`src/rtl/i2s_tdm_tx.sv`:
```
// I2S / TDM serial audio transmitter with MCLK/BCLK/frame-clock generation and a one-frame holding buffer.
// Optional macro I2S_UNDERRUN_MUTE_EN: an underrun frame is sent as silence instead of repeating the last frame.
module i2s_tdm_tx #(
  parameter int unsigned DATA_W   = 16,
  parameter int unsigned SLOT_W   = 16,
  parameter int unsigned CHANNELS = 2,
  parameter int unsigned MCK_HALF = 1,
  parameter int unsigned SCK_HALF = 2
) (
  input  logic                         clock,
  input  logic                         reset,
  input  logic                         enable,
  input  logic [CHANNELS*DATA_W-1:0]   in_data,
  input  logic                         in_valid,
  output logic                         in_ready,
  output logic                         mck,
  output logic                         sck,
  output logic                         lr,
  output logic                         d,
  output logic                         frame_stb,
  output logic                         underrun,
  input  logic                         underrun_clr
);

  localparam int unsigned N  = CHANNELS * SLOT_W;
  localparam int unsigned IW = CHANNELS * DATA_W;
  localparam int unsigned PW = $clog2(N);
  localparam int unsigned MW = $clog2(MCK_HALF + 1);
  localparam int unsigned SW = $clog2(SCK_HALF + 1);
  localparam logic [MW-1:0] MCK_LAST = MW'(MCK_HALF - 1);
  localparam logic [SW-1:0] SCK_LAST = SW'(SCK_HALF - 1);
  localparam logic [PW-1:0] P_LAST   = PW'(N - 1);
  localparam logic [PW-1:0] P_SLOT   = PW'(SLOT_W);
  localparam bit            STEREO   = (CHANNELS == 2);

  logic [MW-1:0] mck_cnt;
  logic [SW-1:0] sck_cnt;
  logic [PW-1:0] p;
  logic [PW-1:0] p_next;
  logic          started;
  logic [N-1:0]  sr;
  logic [N-1:0]  frame;
  logic [IW-1:0] buf_dat;
  logic [IW-1:0] last_dat;
  logic [IW-1:0] src;
  logic          buf_full;
  logic          fall;
  logic          load;
  logic          take;
  logic          lr_next;

  assign in_ready = ~buf_full;
  assign take     = in_valid & ~buf_full;
  assign fall     = enable & sck & (sck_cnt == SCK_LAST);
  // 'started' makes the first fall after enable a frame load even though p already reads 0.
  assign load     = fall & (~started | (p == P_LAST));
  assign p_next   = load ? '0 : p + 1'b1;
  assign lr_next  = STEREO ? (p_next >= P_SLOT) : (p_next == '0);

  always_comb begin
    src   = buf_full ? buf_dat : last_dat;
    frame = '0;
    for (int c = 0; c < int'(CHANNELS); c++) begin
      frame[N-1-c*SLOT_W -: DATA_W] = src[IW-1-c*DATA_W -: DATA_W];
    end
`ifdef I2S_UNDERRUN_MUTE_EN
    if (!buf_full) frame = '0;
`else
`endif
  end

  always_ff @(posedge clock or negedge reset) begin
    if (!reset) begin
      mck_cnt   <= '0;
      sck_cnt   <= '0;
      mck       <= 1'b0;
      sck       <= 1'b0;
      p         <= '0;
      started   <= 1'b0;
      sr        <= '0;
      lr        <= 1'b0;
      d         <= 1'b0;
      frame_stb <= 1'b0;
    end else if (!enable) begin
      mck_cnt   <= '0;
      sck_cnt   <= '0;
      mck       <= 1'b0;
      sck       <= 1'b0;
      p         <= '0;
      started   <= 1'b0;
      sr        <= '0;
      lr        <= 1'b0;
      d         <= 1'b0;
      frame_stb <= 1'b0;
    end else begin
      if (mck_cnt == MCK_LAST) begin
        mck_cnt <= '0;
        mck     <= ~mck;
      end else begin
        mck_cnt <= mck_cnt + 1'b1;
      end
      if (sck_cnt == SCK_LAST) begin
        sck_cnt <= '0;
        sck     <= ~sck;
      end else begin
        sck_cnt <= sck_cnt + 1'b1;
      end
      frame_stb <= load;
      // The MSB still holds the previous frame's last bit when the reload happens.
      if (fall) begin
        p       <= p_next;
        started <= 1'b1;
        d       <= sr[N-1];
        lr      <= lr_next;
        sr      <= load ? frame : (sr << 1);
      end
    end
  end

  always_ff @(posedge clock or negedge reset) begin
    if (!reset) begin
      buf_dat  <= '0;
      last_dat <= '0;
      buf_full <= 1'b0;
      underrun <= 1'b0;
    end else begin
      if (load && buf_full) begin
        last_dat <= buf_dat;
        buf_full <= 1'b0;
      end else if (take) begin
        buf_dat  <= in_data;
        buf_full <= 1'b1;
      end
      if (load && !buf_full) underrun <= 1'b1;
      else if (underrun_clr) underrun <= 1'b0;
    end
  end

endmodule

```
`config.mk`:
```
export PLATFORM = sky130hd
export DESIGN_NAME = i2s_tdm_tx
export DESIGN_NICKNAME = d
export VERILOG_FILES = /design/src/rtl/i2s_tdm_tx.sv
export SDC_FILE = /design/constraint.sdc
export NUM_CORES = 1
export LEC_CHECK = 0
export CORE_MARGIN = 5
export CORE_UTILIZATION = 40
export DETAILED_ROUTE_END_ITERATION = 8
export DONT_BUFFER_PORTS = 1
export PLACE_DENSITY_LB_ADDON = 0.25
export SLEW_MARGIN = 10
export SYNTH_ARGS = -nofsm -noshare
export SYNTH_HDL_FRONTEND = slang
export SYNTH_SLANG_ARGS = --single-unit
```
`constraint.sdc`:
```
create_clock -name clock -period 2.1 [get_ports clock]
set_input_delay 0.315 -clock clock [delete_from_list [all_inputs] [get_ports clock]]
set_output_delay 0.315 -clock clock [all_outputs]
set_load 0.01 [all_outputs]
```
* Yosys cells after proc, flatten, opt, wreduce, memory -nomap -nowiden *
Index checks and enable logic that the tools add are counted.

word-level totals
  register bits = 112
  input bits = 37
  output and inout port bits = 7
  logic and storage cells = 65

cells by class
  add/subtract/negate cells = 3
  $lt $le $gt $ge = 1
  eq/ne operators = 5
  multiplexer cells = 26
  bitwise gates (word level) = 10
  reduce and logical (&&, ||, !) cells = 6

operators with widths
  operator               number
  $mux W32               4
  $mux W1                17
  $mux W5                3
  $add A5 B1 Y5 const B  1
  $eq A5 B5 Y1 const B   1
  $ge A5 B5 Y1 const B   1
  $not A1 Y1             5
  $and A1 B1 Y1          4
  $mux W2                2
  $ne A2 B1 Y1 const B   2
  $reduce_bool A2 Y1     2
  $add A2 B1 Y2 const B  1
  $eq A2 B1 Y1 const B   1
  $logic_and A1 B1 Y1    2
  $ne A2 B2 Y1 const B   1
  $reduce_and A2 Y1      1
  $add A1 B1 Y1 const B  1
  $logic_not A1 Y1       1
  $or A1 B1 Y1           1

* Depth between registers and ports, before layout *
Gate-level depths: netlist of the first run.

  depth in word-level cells = 7
  mapped depth = 8
  mapped depth without buffers = 6

* Worst setup path before layout of the first run *
No wires, ideal clock.

  kind = register to register
  start = register p[0]
  end = register last_dat[0]
  setup time = 0.125 ns
  arrival time = 1.821 ns
  data required time = 1.975 ns
  setup slack = 0.153 ns
  cell stages (with the launch flop) = 9
  path buffers = 2
  period minus slack after synthesis = 1.947 ns
  cells stage by stage = dfrtp_1 ha_1 and3_1 ha_1 nand2b_1 buf_2 nand3_4 buf_6 mux2_4

between the ends
  longest elaborated chain between the ends = 4

ends and longest elaborated chain
  what                    line  source
  start, declared         38    logic [PW-1:0] p;
  start signal, assigned  111   p <= p_next;
  $eq A5 B5 Y1            56    assign load = fall & (~started | (p == P_LAST));
  $or A1 B1 Y1            56
  $and A1 B1 Y1           56
  $logic_and A1 B1 Y1     127   if (load && buf_full) begin
  end signal, assigned    128   last_dat <= buf_dat;
  end, declared           44    logic [IW-1:0] last_dat;

No other way between the ends.
A chain may end at the register's enable or synchronous reset.

* Worst setup path in the final report of the first run *
  start = register p[0]
  end = register last_dat[22]

Same word-level chain as after synthesis.

==> results.rst, run 1 <==
.. list-table::
   :header-rows: 1

   * - Metric
     - Value
   * - Run status
     - complete, but fails checks
   * - Violated checks
     - negative hold slack
   * - Mean post-synth cell area
     - 13.1 um^2
   * - Detailed placer's ending HPWL
     - 5.65 mm
   * - Total setup violations reported at the end of the flow
     - 0
   * - Post-Layout Cell Count
     - 518
   * - Total nets after synthesis
     - 412
   * - Worst-case headroom to the max-slew limit
     - 71.3%
   * - Cell-internal power
     - 4500 uW
   * - Portion of total power attributed to sequential cells
     - 52.0%
   * - Number of clock buffers inserted by TritonCTS
     - 9
   * - Total leakage power
     - 0.00231 uW
   * - Clock-pin slew reported for the worst setup and hold paths after clock tree synthesis
     - 0.07 ns
   * - Synthesis-to-layout area growth
     - 9.55%
   * - Die Height
     - 121 um
   * - Share of the synthesized area in the top cell type
     - 56.3%
   * - Drt first-iter violations
     - 115
   * - Clock root buffer master
     - sky130_fd_sc_hd__clkbuf_16
   * - Power density normalized to cell area
     - 1120 nW/um^2
   * - Worst endpoint required time
     - 2.34 ns
   * - Routability-driven placement congestion ratio
     - 0.723
   * - Max Clock Skew
     - 0.00825 ns
   * - Clock power frac
     - 29.2%
   * - Clock sinks
     - 110
   * - Antenna diode count
     - 0
   * - Max-slew violation count
     - 0
   * - Final wirelength
     - 9.21 mm
   * - Placement row count
     - 40
   * - Starting density of the core
     - 40.7%
   * - Pin slew with the least headroom to its limit
     - 0.430 ns
   * - Final layout net count
     - 405
   * - Library cells used by synthesis
     - 35
   * - Area taken by multi-input logic gates
     - 1980 um^2
   * - Number of endpoints with negative hold slack in the final report
     - 110
   * - Total Die Area
     - 14,500 um^2
   * - Core Footprint
     - 12,000 um^2
   * - Largest area contributor in the synthesized netlist
     - sky130_fd_sc_hd__dfrtp_1
   * - Part of the Yosys area used for sequential elements
     - 56.3%
   * - CTS Buffer Depth
     - 2
   * - Overall overflow remaining after global route
     - 0
   * - Type of the most critical hold path
     - input pin to async pin
   * - Type of the worst setup path
     - flop to flop
   * - Max IR drop VDD
     - 0.465 mV
   * - Synth warnings
     - 0
   * - Crit Path Max Fanout
     - 15
   * - Switching Power
     - 1480 uW
   * - Number of levels in the clock H-tree
     - 3
   * - Element type at the critical path end
     - flop
   * - Most frequent standard cell in the layout excluding fill and tap cells
     - sky130_fd_sc_hd__dfrtp_1
   * - Number of synthesized register bits
     - 110
   * - Switching power share of the total
     - 24.7%
   * - Number of cells traversed by the worst register-to-register path
     - 7
   * - Part of the cycle the worst path needs
     - 95.8%
   * - Residual DRC
     - 0
   * - Via-to-Cell Ratio
     - 5.57
   * - Critical path data arrival time
     - 2.25 ns
   * - Kind of start point of the critical path
     - flop
   * - Final-layout fill cell count
     - 1,105
   * - Number of cells produced by synthesis
     - 373
   * - Length of the first detailed-routing pass in iterations
     - 4
   * - First-pass GRT wire length
     - 15.8 mm
   * - Fraction of layout instances using a drive strength above 1
     - 25.6%
   * - Biggest area contributors in the synthesized netlist
     - sky130_fd_sc_hd__dfrtp_1, sky130_fd_sc_hd__mux2_4, sky130_fd_sc_hd__mux2_2
   * - Combinational share of power
     - 18.8%
   * - Clock insertion delay at the later pin of the skew report
     - 0.35 ns
   * - Total of max-cap violations
     - 0
   * - Maximum number of pins on one net before global-route repair
     - 111
   * - CTS tree
     - done
   * - Via count
     - 2,885
   * - Count of pins on the block boundary
     - 44
   * - Global-route total usage across every layer
     - 13.6%
   * - Antenna Violating Nets Remaining
     - 0
   * - Count of buffers inserted at the top-level ports
     - 0
   * - Initial antenna violation count
     - 0
   * - Final period demand of the worst path
     - 2.01 ns
   * - Design Power
     - 5980 uW
   * - Routed length per instance
     - 17.8 um
   * - Hold slack final
     - -0.344 ns
   * - Inst Count DP
     - 502
   * - Horizontal extent of the die
     - 121 um
   * - Fmax
     - 497 MHz
   * - Number of global-route vias before repair
     - 3,002
   * - Most frequent cells in the layout
     - sky130_fd_sc_hd__dfrtp_1, sky130_fd_sc_hd__o21ai_0, sky130_fd_sc_hd__mux2_2
   * - Area of the mapped netlist
     - 4890 um^2
   * - Combined flip-flop and latch cell area
     - 2750 um^2
metrics by stage:
stage	TNS [ns]	cell area, um^2	worst slack, ns	utilization [%]	hold WS (ns)
2_1_floorplan	0	4890	0.153	-	0.0194
3_3_place_gp	0	5050	0.109	42.0	0.0251
3_5_place_dp	0	5050	0.0878	42.0	0.0250
4_1_cts	0	5350	0.0621	44.6	-0.352
5_1_grt	-0.0197	5360	-0.0118	44.6	-0.368
6_report	0	5360	0.0891	44.6	-0.344
final timing paths:
path,slack [ns],startpoint,end
worst max-delay path,0.09,p[0],last_dat[22]
worst min-delay path,-0.34,reset,buf_dat[25]
worst max register to register,0.09,p[0],last_dat[22]
worst min register to register,0.48,sr[2],sr[2]
max in group asynchronous,2.23,reset,last_dat[27]
min in group clock,0.07,underrun_clr,underrun
worst max-delay path, cell delays in order, from the launching register on:
cell	delay (ns)
sky130_fd_sc_hd__dfrtp_1	0.41
sky130_fd_sc_hd__ha_1	0.23
sky130_fd_sc_hd__and3_1	0.19
sky130_fd_sc_hd__ha_1	0.19
sky130_fd_sc_hd__nand2b_2	0.23
sky130_fd_sc_hd__nand3_4	0.13
sky130_fd_sc_hd__buf_12	0.17
sky130_fd_sc_hd__mux2_2	0.34
synthesized netlist by cell type:
library cell                number
sky130_fd_sc_hd__nand3b_1        2
sky130_fd_sc_hd__buf_1           1
sky130_fd_sc_hd__a32o_1          2
sky130_fd_sc_hd__inv_1           4
sky130_fd_sc_hd__mux2i_1         1
sky130_fd_sc_hd__xnor2_1         1
sky130_fd_sc_hd__dfrtp_1       110
sky130_fd_sc_hd__mux2_1          2
sky130_fd_sc_hd__buf_2           8
sky130_fd_sc_hd__and4b_1         1
sky130_fd_sc_hd__a31o_2          1
sky130_fd_sc_hd__nor3_1          1
sky130_fd_sc_hd__nand3_4         1
sky130_fd_sc_hd__o2bb2ai_1      32
sky130_fd_sc_hd__clkbuf_1       17
sky130_fd_sc_hd__nand2_1         5
sky130_fd_sc_hd__a211oi_1       31
sky130_fd_sc_hd__and2_1          3
sky130_fd_sc_hd__and3b_1         1
sky130_fd_sc_hd__a31oi_1         1
sky130_fd_sc_hd__o21ai_0        33
sky130_fd_sc_hd__nand3_1         3
sky130_fd_sc_hd__nor2b_1        33
sky130_fd_sc_hd__or4_1           1
sky130_fd_sc_hd__o22ai_1         1
sky130_fd_sc_hd__buf_4           2
sky130_fd_sc_hd__ha_1            2
sky130_fd_sc_hd__o21a_1          2
sky130_fd_sc_hd__and3_1          1
sky130_fd_sc_hd__mux2_4         29
sky130_fd_sc_hd__mux2_2         33
sky130_fd_sc_hd__buf_6           3
sky130_fd_sc_hd__nand2b_1        2
sky130_fd_sc_hd__nor2_1          2
sky130_fd_sc_hd__a21boi_0        1
power by group through the flow:
stage / logic (uW) / clock network [uW] / registers [uW]
finish: 1120 / 1750 / 3110
global route: 1230 / 1900 / 3200
CTS: 1140 / 1780 / 3120
detailed placement: 1130 / 0 / 3150
global placement: 1100 / 0 / 3130
floorplan: 1020 / 0 / 3000
flip-flops by register name (all words and copies together), names as in the netlist, 2 cells and up:
name / count
p: 4
sr: 32
last_dat: 32
sck_cnt: 2
buf_dat: 32
cell type report:
class                           count  area share, %
Tap cell                          147           3.43
Inverter                            4          0.280
Timing Repair Buffer               13           2.29
Clock buffer                       13           4.86
Clock inverter                      3          0.794
Multi-Input combinational cell    228           36.9
Sequential cell                   110           51.4
cells by family (layout without fill, tap and decap cells):
group	count (synthesis)	after routing	share of synthesized area (%)
muxes	65	65	17.2
buffers and inverters	35	33	3.51
xor gates and xnor gates	1	1	0.179
and+or+nand+nor	56	56	7.14
adders and majority gates	2	2	0.512
AOI/OAI and AO/OA	104	104	15.2
DFF	110	110	56.3
metal layers:
layer	wire length [um]	global-route usage (%)	part of all wire [%]
met5	0	0	0
met4	200	5.81	2.2
met3	309	3.09	3.4
met2	3980	20.1	43
met1	4710	19.2	51
repair_timing:
item	CTS	global route
setup buffers	0	0
setup endpoints to repair	0	6
endpoints found under the hold margin	110	110
resized for setup	0	1
No activity file was read; power rests on OpenSTA's default activity.
==> run 2: changes to the inputs <==
CELL_PAD_IN_SITES_DETAIL_PLACEMENT = 1   (was default)
CELL_PAD_IN_SITES_GLOBAL_PLACEMENT = 1   (was default)
TNS_END_PERCENT = 1   (was default)
==> results.rst, run 2 (same netlist as run 1, synthesis figures left out) <==
.. list-table::
   :header-rows: 1

   * - Metric
     - Value
   * - Run status
     - complete, but fails checks (unchanged)
   * - Violated checks
     - negative hold slack (unchanged)
   * - CTS Buffer Depth
     - 2 (unchanged)
   * - Worst endpoint required time
     - 2.34 ns (about the same)
   * - Final layout net count
     - 406 (was 405)
   * - Final wirelength
     - 10.1 mm (was 9.21 mm)
   * - CTS tree
     - done (unchanged)
   * - Initial antenna violation count
     - 0 (unchanged)
   * - Hold slack final
     - -0.343 ns (was -0.344 ns)
   * - Kind of start point of the critical path
     - flop (unchanged)
   * - Max-slew violation count
     - 0 (unchanged)
   * - Most frequent cells in the layout
     - sky130_fd_sc_hd__dfrtp_1, sky130_fd_sc_hd__o21ai_0, sky130_fd_sc_hd__mux2_2 (unchanged)
   * - Series of cell instances along the critical path
     - ha_1 > and3_1 > ha_1 > nand2b_4 > nand3_4 > buf_12 > mux2_2 (was ha_1 > and3_1 > ha_1 > nand2b_2 > nand3_4 > buf_12 > mux2_2)
   * - Element type at the critical path end
     - flop (unchanged)
   * - RSZ-0062 raised after global routing
     - false
   * - Count of buffers inserted at the top-level ports
     - 0 (unchanged)
   * - Total setup violations reported at the end of the flow
     - 0 (unchanged)
   * - Critical path data arrival time
     - 2.23 ns (was 2.25 ns)
   * - Clock insertion delay at the later pin of the skew report
     - 0.35 ns (about the same)
   * - Residual DRC
     - 0 (unchanged)
   * - Type of the most critical hold path
     - input pin to async pin (unchanged)
   * - Post-route cell area
     - 5380 um^2 (was 5360 um^2)
   * - Count of pins on the block boundary
     - 44 (unchanged)
   * - Number of clock buffers inserted by TritonCTS
     - 9 (unchanged)
   * - Number of global-route vias before repair
     - 3,280 (was 3,002)
   * - Crit-path slowest cell
     - sky130_fd_sc_hd__dfrtp_1 (unchanged)
   * - Max Clock Skew
     - 0.00911 ns (was 0.00825 ns)
   * - Clock root buffer master
     - sky130_fd_sc_hd__clkbuf_16 (unchanged)
   * - Number of levels in the clock H-tree
     - 3 (unchanged)
   * - Type of the worst setup path
     - flop to flop (unchanged)
   * - Antenna diode count
     - 0 (unchanged)
   * - Total leakage power
     - 0.00233 uW (was 0.00231 uW)
   * - Most Frequent Cell on Critical Path
     - sky130_fd_sc_hd__ha_1 (unchanged)
   * - Drt first-iter violations
     - 188 (was 115)
   * - Fraction of layout instances using a drive strength above 1
     - 26.1% (was 25.6%)
   * - Crit Path Max Fanout
     - 9 (was 15)
   * - Power density normalized to cell area
     - 1090 nW/um^2 (was 1120 nW/um^2)
   * - Detailed placer's ending HPWL
     - 6.21 mm (was 5.65 mm)
   * - Most frequent standard cell in the layout excluding fill and tap cells
     - sky130_fd_sc_hd__dfrtp_1 (unchanged)
   * - Via count
     - 2,932 (was 2,885)
   * - Global-route total usage across every layer
     - 15.0% (was 13.6%)
   * - Via-to-Cell Ratio
     - 5.65 (was 5.57)
   * - Total Die Area
     - 14,500 um^2 (unchanged)
   * - Routability-driven placement congestion ratio
     - 0.726 (was 0.723)
   * - Part of the cycle the worst path needs
     - 95.0% (was 95.8%)
   * - Horizontal extent of the die
     - 121 um (unchanged)
   * - Number of endpoints with negative hold slack in the final report
     - 110 (unchanged)
   * - Max IR drop VDD
     - 0.570 mV (was 0.465 mV)
   * - Synthesis-to-layout area growth
     - 10.1% (was 9.55%)
   * - Fmax
     - 502 MHz (was 497 MHz)
   * - Total negative setup slack
     - 0 ns (unchanged)
   * - Clock-pin slew reported for the worst setup and hold paths after clock tree synthesis
     - 0.07 ns (about the same)
   * - Top Family by Delay on Critical Path
     - simple AND/OR/NAND/NOR gates (unchanged)
   * - Antenna Violating Nets Remaining
     - 0 (unchanged)
   * - Starting density of the core
     - 40.7% (unchanged)
   * - Post-placement cell area
     - 5050 um^2 (about the same)
   * - CP Buf/Inv Count
     - 1 (unchanged)
   * - Clock sinks
     - 110 (unchanged)
   * - Largest registers ranked by flip-flop count
     - buf_dat (32), last_dat (32), sr (32) (unchanged)
   * - First-pass GRT wire length
     - 17.3 mm (was 15.8 mm)
   * - Worst-case headroom to the max-slew limit
     - 71.7% (was 71.3%)
   * - Routed length per instance
     - 19.5 um (was 17.8 um)
   * - Largest stage delay, worst path
     - 0.41 ns (about the same)
   * - Pin slew with the least headroom to its limit
     - 0.425 ns (was 0.430 ns)
   * - Core Footprint
     - 12,000 um^2 (unchanged)
   * - Total of max-cap violations
     - 0 (unchanged)
   * - Placement row count
     - 40 (unchanged)
   * - Die Height
     - 121 um (unchanged)
   * - Maximum number of pins on one net before global-route repair
     - 111 (unchanged)
   * - Length of the first detailed-routing pass in iterations
     - 4 (unchanged)
   * - Final period demand of the worst path
     - 1.99 ns (was 2.01 ns)
   * - Overall overflow remaining after global route
     - 0 (unchanged)
## run 2: cell count changes in the layout (fill, tap and decap cells not counted), sizes merged
cell | previous run | this run
buf | 13 | 12
bufinv | 1 | 0
clkbuf | 13 | 12
clkinv | 1 | 5
## run 2: timing repair
item                       4_1_cts  5_1_grt
setup buffers                    0        0
gates resized for setup          1        1
cloned                           0        2
hold endpoints to repair       110      110
pin swaps                        0        0
setup endpoints to repair        3       33
## run 2: area by class of cell
class | count | area (um^2)
clock inverters | 6 | 40.0
well taps | 147 | 184
flip-flops and latches | 110 | 2750
multi-input cells | 228 | 1980
clock buffers | 10 | 229
repair buffers | 14 | 178
inverters | 4 | 15.0
fillers | 1255 | 6630
## run 2: power by group
| group | total [uW] | switching [uW] | internal (uW) | leakage, uW |
|---|---|---|---|---|
| sequential | 3140 | 427 | 2710 | 0.00141 |
| combinational | 1150 | 341 | 811 | 0.000787 |
| clock | 1570 | 763 | 803 | 0.000132 |
| total | 5850 | 1530 | 4320 | 0.00233 |
## run 2: stage by stage
| step | util [%] | instances | worst slack, ns | hold slack, ns | power (uW) |
|---|---|---|---|---|---|
| floorplan | - | 373 | 0.153 | 0.0194 | 4020 |
| global placement | 42.1 | 501 | 0.0848 | 0.0229 | 4240 |
| detailed placement | 42.1 | 501 | 0.00460 | 0.0232 | 4330 |
| CTS | 44.3 | 517 | 0.0218 | -0.365 | 5950 |
| global route | 44.8 | 519 | 0.0128 | -0.374 | 6230 |
| finish | 44.8 | 519 | 0.106 | -0.343 | 5850 |
## run 2: routing by layer
layer  vias up  wire length (um)  GRT usage [%]
met3        13               361           4.91
li1       1347                 -              -
met5         -                 0              0
met1      1533              4820           20.4
met2        39              4800           23.0
met4         0               150           4.32
## run 2: final timing paths
kind                                   start      endpoint  slack [ns]  cells past startpoint
worst max-delay path                    p[0]  last_dat[23]        0.11                      7
max in group asynchronous              reset  last_dat[26]        2.27                      0
worst max register to register          p[0]  last_dat[23]        0.11                      7
worst min register to register        sr[17]        sr[17]        0.48                      1
worst min-delay path                   reset    buf_dat[8]       -0.34                      0
min in group clock              underrun_clr      underrun        0.06                      1
## run 2: worst register-to-register path, delay by kind of cell, from the launching register on
kind / cells / cell delay, ns
and+or+nand+nor: 3 / 0.54
adders and majority gates: 2 / 0.44
DFF: 1 / 0.41
muxes: 1 / 0.34
buffers and inverters: 1 / 0.16
==> run 3: changes to the inputs <==
CELL_PAD_IN_SITES_DETAIL_PLACEMENT = default   (was 1)
CELL_PAD_IN_SITES_GLOBAL_PLACEMENT = default   (was 1)
GPL_TIMING_DRIVEN = 1   (was default)
MAX_ROUTING_LAYER = met4   (was default)
==> results.rst, run 3 (same netlist as run 1, synthesis figures left out) <==
.. list-table::
   :header-rows: 1

   * - Metric
     - Value
   * - Maximum number of pins on one net before global-route repair
     - 111 (unchanged)
   * - Synthesis-to-layout area growth
     - 9.55% (was 10.1%)
   * - Core Footprint
     - 12,000 um^2 (unchanged)
   * - Antenna diode count
     - 0 (unchanged)
   * - Part of the cycle the worst path needs
     - 96.5% (was 95.0%)
   * - Overall overflow remaining after global route
     - 0 (unchanged)
   * - Total negative setup slack
     - 0 ns (unchanged)
   * - Violated checks
     - negative hold slack (unchanged)
   * - Element type at the critical path end
     - flop (unchanged)
   * - Worst endpoint required time
     - 2.33 ns (was 2.34 ns)
   * - Critical path data arrival time
     - 2.26 ns (was 2.23 ns)
   * - Worst-case headroom to the max-slew limit
     - 71.5% (was 71.7%)
   * - Global-route total usage across every layer
     - 13.9% (was 15.0%)
   * - Total Die Area
     - 14,500 um^2 (unchanged)
   * - Die Height
     - 121 um (unchanged)
   * - Final wirelength
     - 9.19 mm (was 10.1 mm)
   * - CTS Buffer Depth
     - 2 (unchanged)
   * - Final period demand of the worst path
     - 2.03 ns (was 1.99 ns)
   * - Hold slack final
     - -0.342 ns (was -0.343 ns)
   * - Total leakage power
     - 0.00231 uW (was 0.00233 uW)
   * - Final layout net count
     - 405 (was 406)
   * - Number of clock buffers inserted by TritonCTS
     - 9 (unchanged)
   * - Number of endpoints with negative hold slack in the final report
     - 110 (unchanged)
   * - Initial antenna violation count
     - 0 (unchanged)
   * - Count of buffers inserted at the top-level ports
     - 0 (unchanged)
   * - Clock root buffer master
     - sky130_fd_sc_hd__clkbuf_16 (unchanged)
   * - Worst Setup Slack post-DPL
     - 0.0878 ns (was 0.00460 ns)
   * - Largest registers ranked by flip-flop count
     - buf_dat (32), last_dat (32), sr (32) (unchanged)
   * - Max-slew violation count
     - 0 (unchanged)
   * - Most Frequent Cell on Critical Path
     - sky130_fd_sc_hd__ha_1 (unchanged)
   * - Max IR drop VDD
     - 0.467 mV (was 0.570 mV)
   * - Type of the worst setup path
     - flop to flop (unchanged)
   * - Placement row count
     - 40 (unchanged)
   * - Clock sinks
     - 110 (unchanged)
   * - Series of cell instances along the critical path
     - ha_1 > and3_1 > ha_1 > nand2b_2 > nand3_4 > buf_12 > mux2_2 (was ha_1 > and3_1 > ha_1 > nand2b_4 > nand3_4 > buf_12 > mux2_2)
   * - Fraction of layout instances using a drive strength above 1
     - 25.6% (was 26.1%)
   * - Post-Layout Cell Count
     - 518 (was 519)
   * - Routability-driven placement congestion ratio
     - 0.732 (was 0.726)
   * - Final standard cell utilization of the core
     - 44.6% (was 44.8%)
   * - Pin slew with the least headroom to its limit
     - 0.427 ns (was 0.425 ns)
   * - PnR worst setup slack
     - 0.0742 ns (was 0.106 ns)
   * - Clock-pin slew reported for the worst setup and hold paths after clock tree synthesis
     - 0.07 ns (about the same)
   * - Clock insertion delay at the later pin of the skew report
     - 0.35 ns (about the same)
   * - Total of max-cap violations
     - 0 (unchanged)
   * - Via count
     - 2,883 (was 2,932)
   * - First-pass GRT wire length
     - 15.8 mm (was 17.3 mm)
   * - Horizontal extent of the die
     - 121 um (unchanged)
   * - Most frequent cells in the layout
     - sky130_fd_sc_hd__dfrtp_1, sky130_fd_sc_hd__o21ai_0, sky130_fd_sc_hd__mux2_2 (unchanged)
   * - Power density normalized to cell area
     - 1120 nW/um^2 (was 1090 nW/um^2)
   * - Detailed placer's ending HPWL
     - 5.65 mm (was 6.21 mm)
   * - Max Clock Skew
     - 0.00883 ns (was 0.00911 ns)
   * - Inst Count DP
     - 502 (was 501)
   * - Crit Path Max Fanout
     - 15 (was 9)
   * - Final-layout fill cell count
     - 1,105 (was 1,255)
   * - Number of global-route vias before repair
     - 3,006 (was 3,280)
   * - Kind of start point of the critical path
     - flop (unchanged)
   * - Type of the most critical hold path
     - input pin to async pin (unchanged)
   * - Count of pins on the block boundary
     - 44 (unchanged)
   * - Total setup violations reported at the end of the flow
     - 0 (unchanged)
   * - Antenna Violating Nets Remaining
     - 0 (unchanged)
   * - Reg-to-reg slack, setup
     - 0.07 ns (was 0.11 ns)
   * - Via-to-Cell Ratio
     - 5.57 (was 5.65)
   * - Length of the first detailed-routing pass in iterations
     - 4 (unchanged)
   * - CTS tree
     - done (unchanged)
   * - Number of levels in the clock H-tree
     - 3 (unchanged)
   * - Most frequent standard cell in the layout excluding fill and tap cells
     - sky130_fd_sc_hd__dfrtp_1 (unchanged)
   * - Run status
     - complete, but fails checks (unchanged)
   * - Crit-path slowest cell
     - sky130_fd_sc_hd__dfrtp_1 (unchanged)
   * - Fmax
     - 494 MHz (was 502 MHz)
   * - Residual DRC
     - 0 (unchanged)
   * - Starting density of the core
     - 40.7% (unchanged)
   * - Routed length per instance
     - 17.7 um (was 19.5 um)
   * - Largest stage delay, worst path
     - 0.41 ns (about the same)
   * - Drt first-iter violations
     - 113 (was 188)
==> run 3: layout make-up <==
cell class              count  area (um^2)  share of cell area [%]
inverters                   4         15.0                   0.280
multi-input cells         228         1980                    36.9
clock buffers              13          260                    4.86
clock inverters             3         42.5                   0.794
well taps                 147          184                    3.43
repair buffers             13          123                    2.29
flip-flops and latches    110         2750                    51.4
==> run 3: stage by stage <==
stage               instance area [um^2]  total power, uW
global placement                    5050             4230
finish                              5360             5970
detailed placement                  5050             4280
floorplan                           4890             4020
global route                        5360             6330
CTS                                 5350             6040
==> run 3: worst paths after layout <==
| path | startpoint | to | cells after the start |
|---|---|---|---|
| setup / recovery | p[0] | last_dat[22] | 7 |
| hold / removal | reset | buf_dat[25] | 0 |
| setup reg to reg | p[0] | last_dat[22] | 7 |
| hold reg to reg | sr[2] | sr[2] | 1 |
| max in group asynchronous | reset | buf_dat[29] | 0 |
| min in group clock | underrun_clr | underrun | 1 |
==> run 3: metal layers <==
metal,vias to the layer above,routed length (um),global-route usage [%]
met4,0,231,6.44
li1,1348,-,-
met2,45,3990,19.9
met5,-,0,-
met3,16,224,2.29
met1,1474,4750,19.5
==> run 3: what timing repair did <==
action	CTS	global route
gates resized for setup	0	1
buffers inserted	0	0
hold endpoints to repair	110	110
endpoints found under the setup margin	0	6
==> run 3: critical path: cells and delay by family (launching register included) <==
family / cells / cell delay (ns)
AND/OR/NAND/NOR: 3 / 0.55
adder cells (fa/ha/maj): 2 / 0.43
flip-flops: 1 / 0.41
multiplexers: 1 / 0.34
buffers and inverters: 1 / 0.17
==> run 3: where the power goes <==
part	leakage, uW	internal, uW	switching, uW
sequential	0.00141	2710	401
combinational	0.000755	803	320
clock	0.000146	990	751
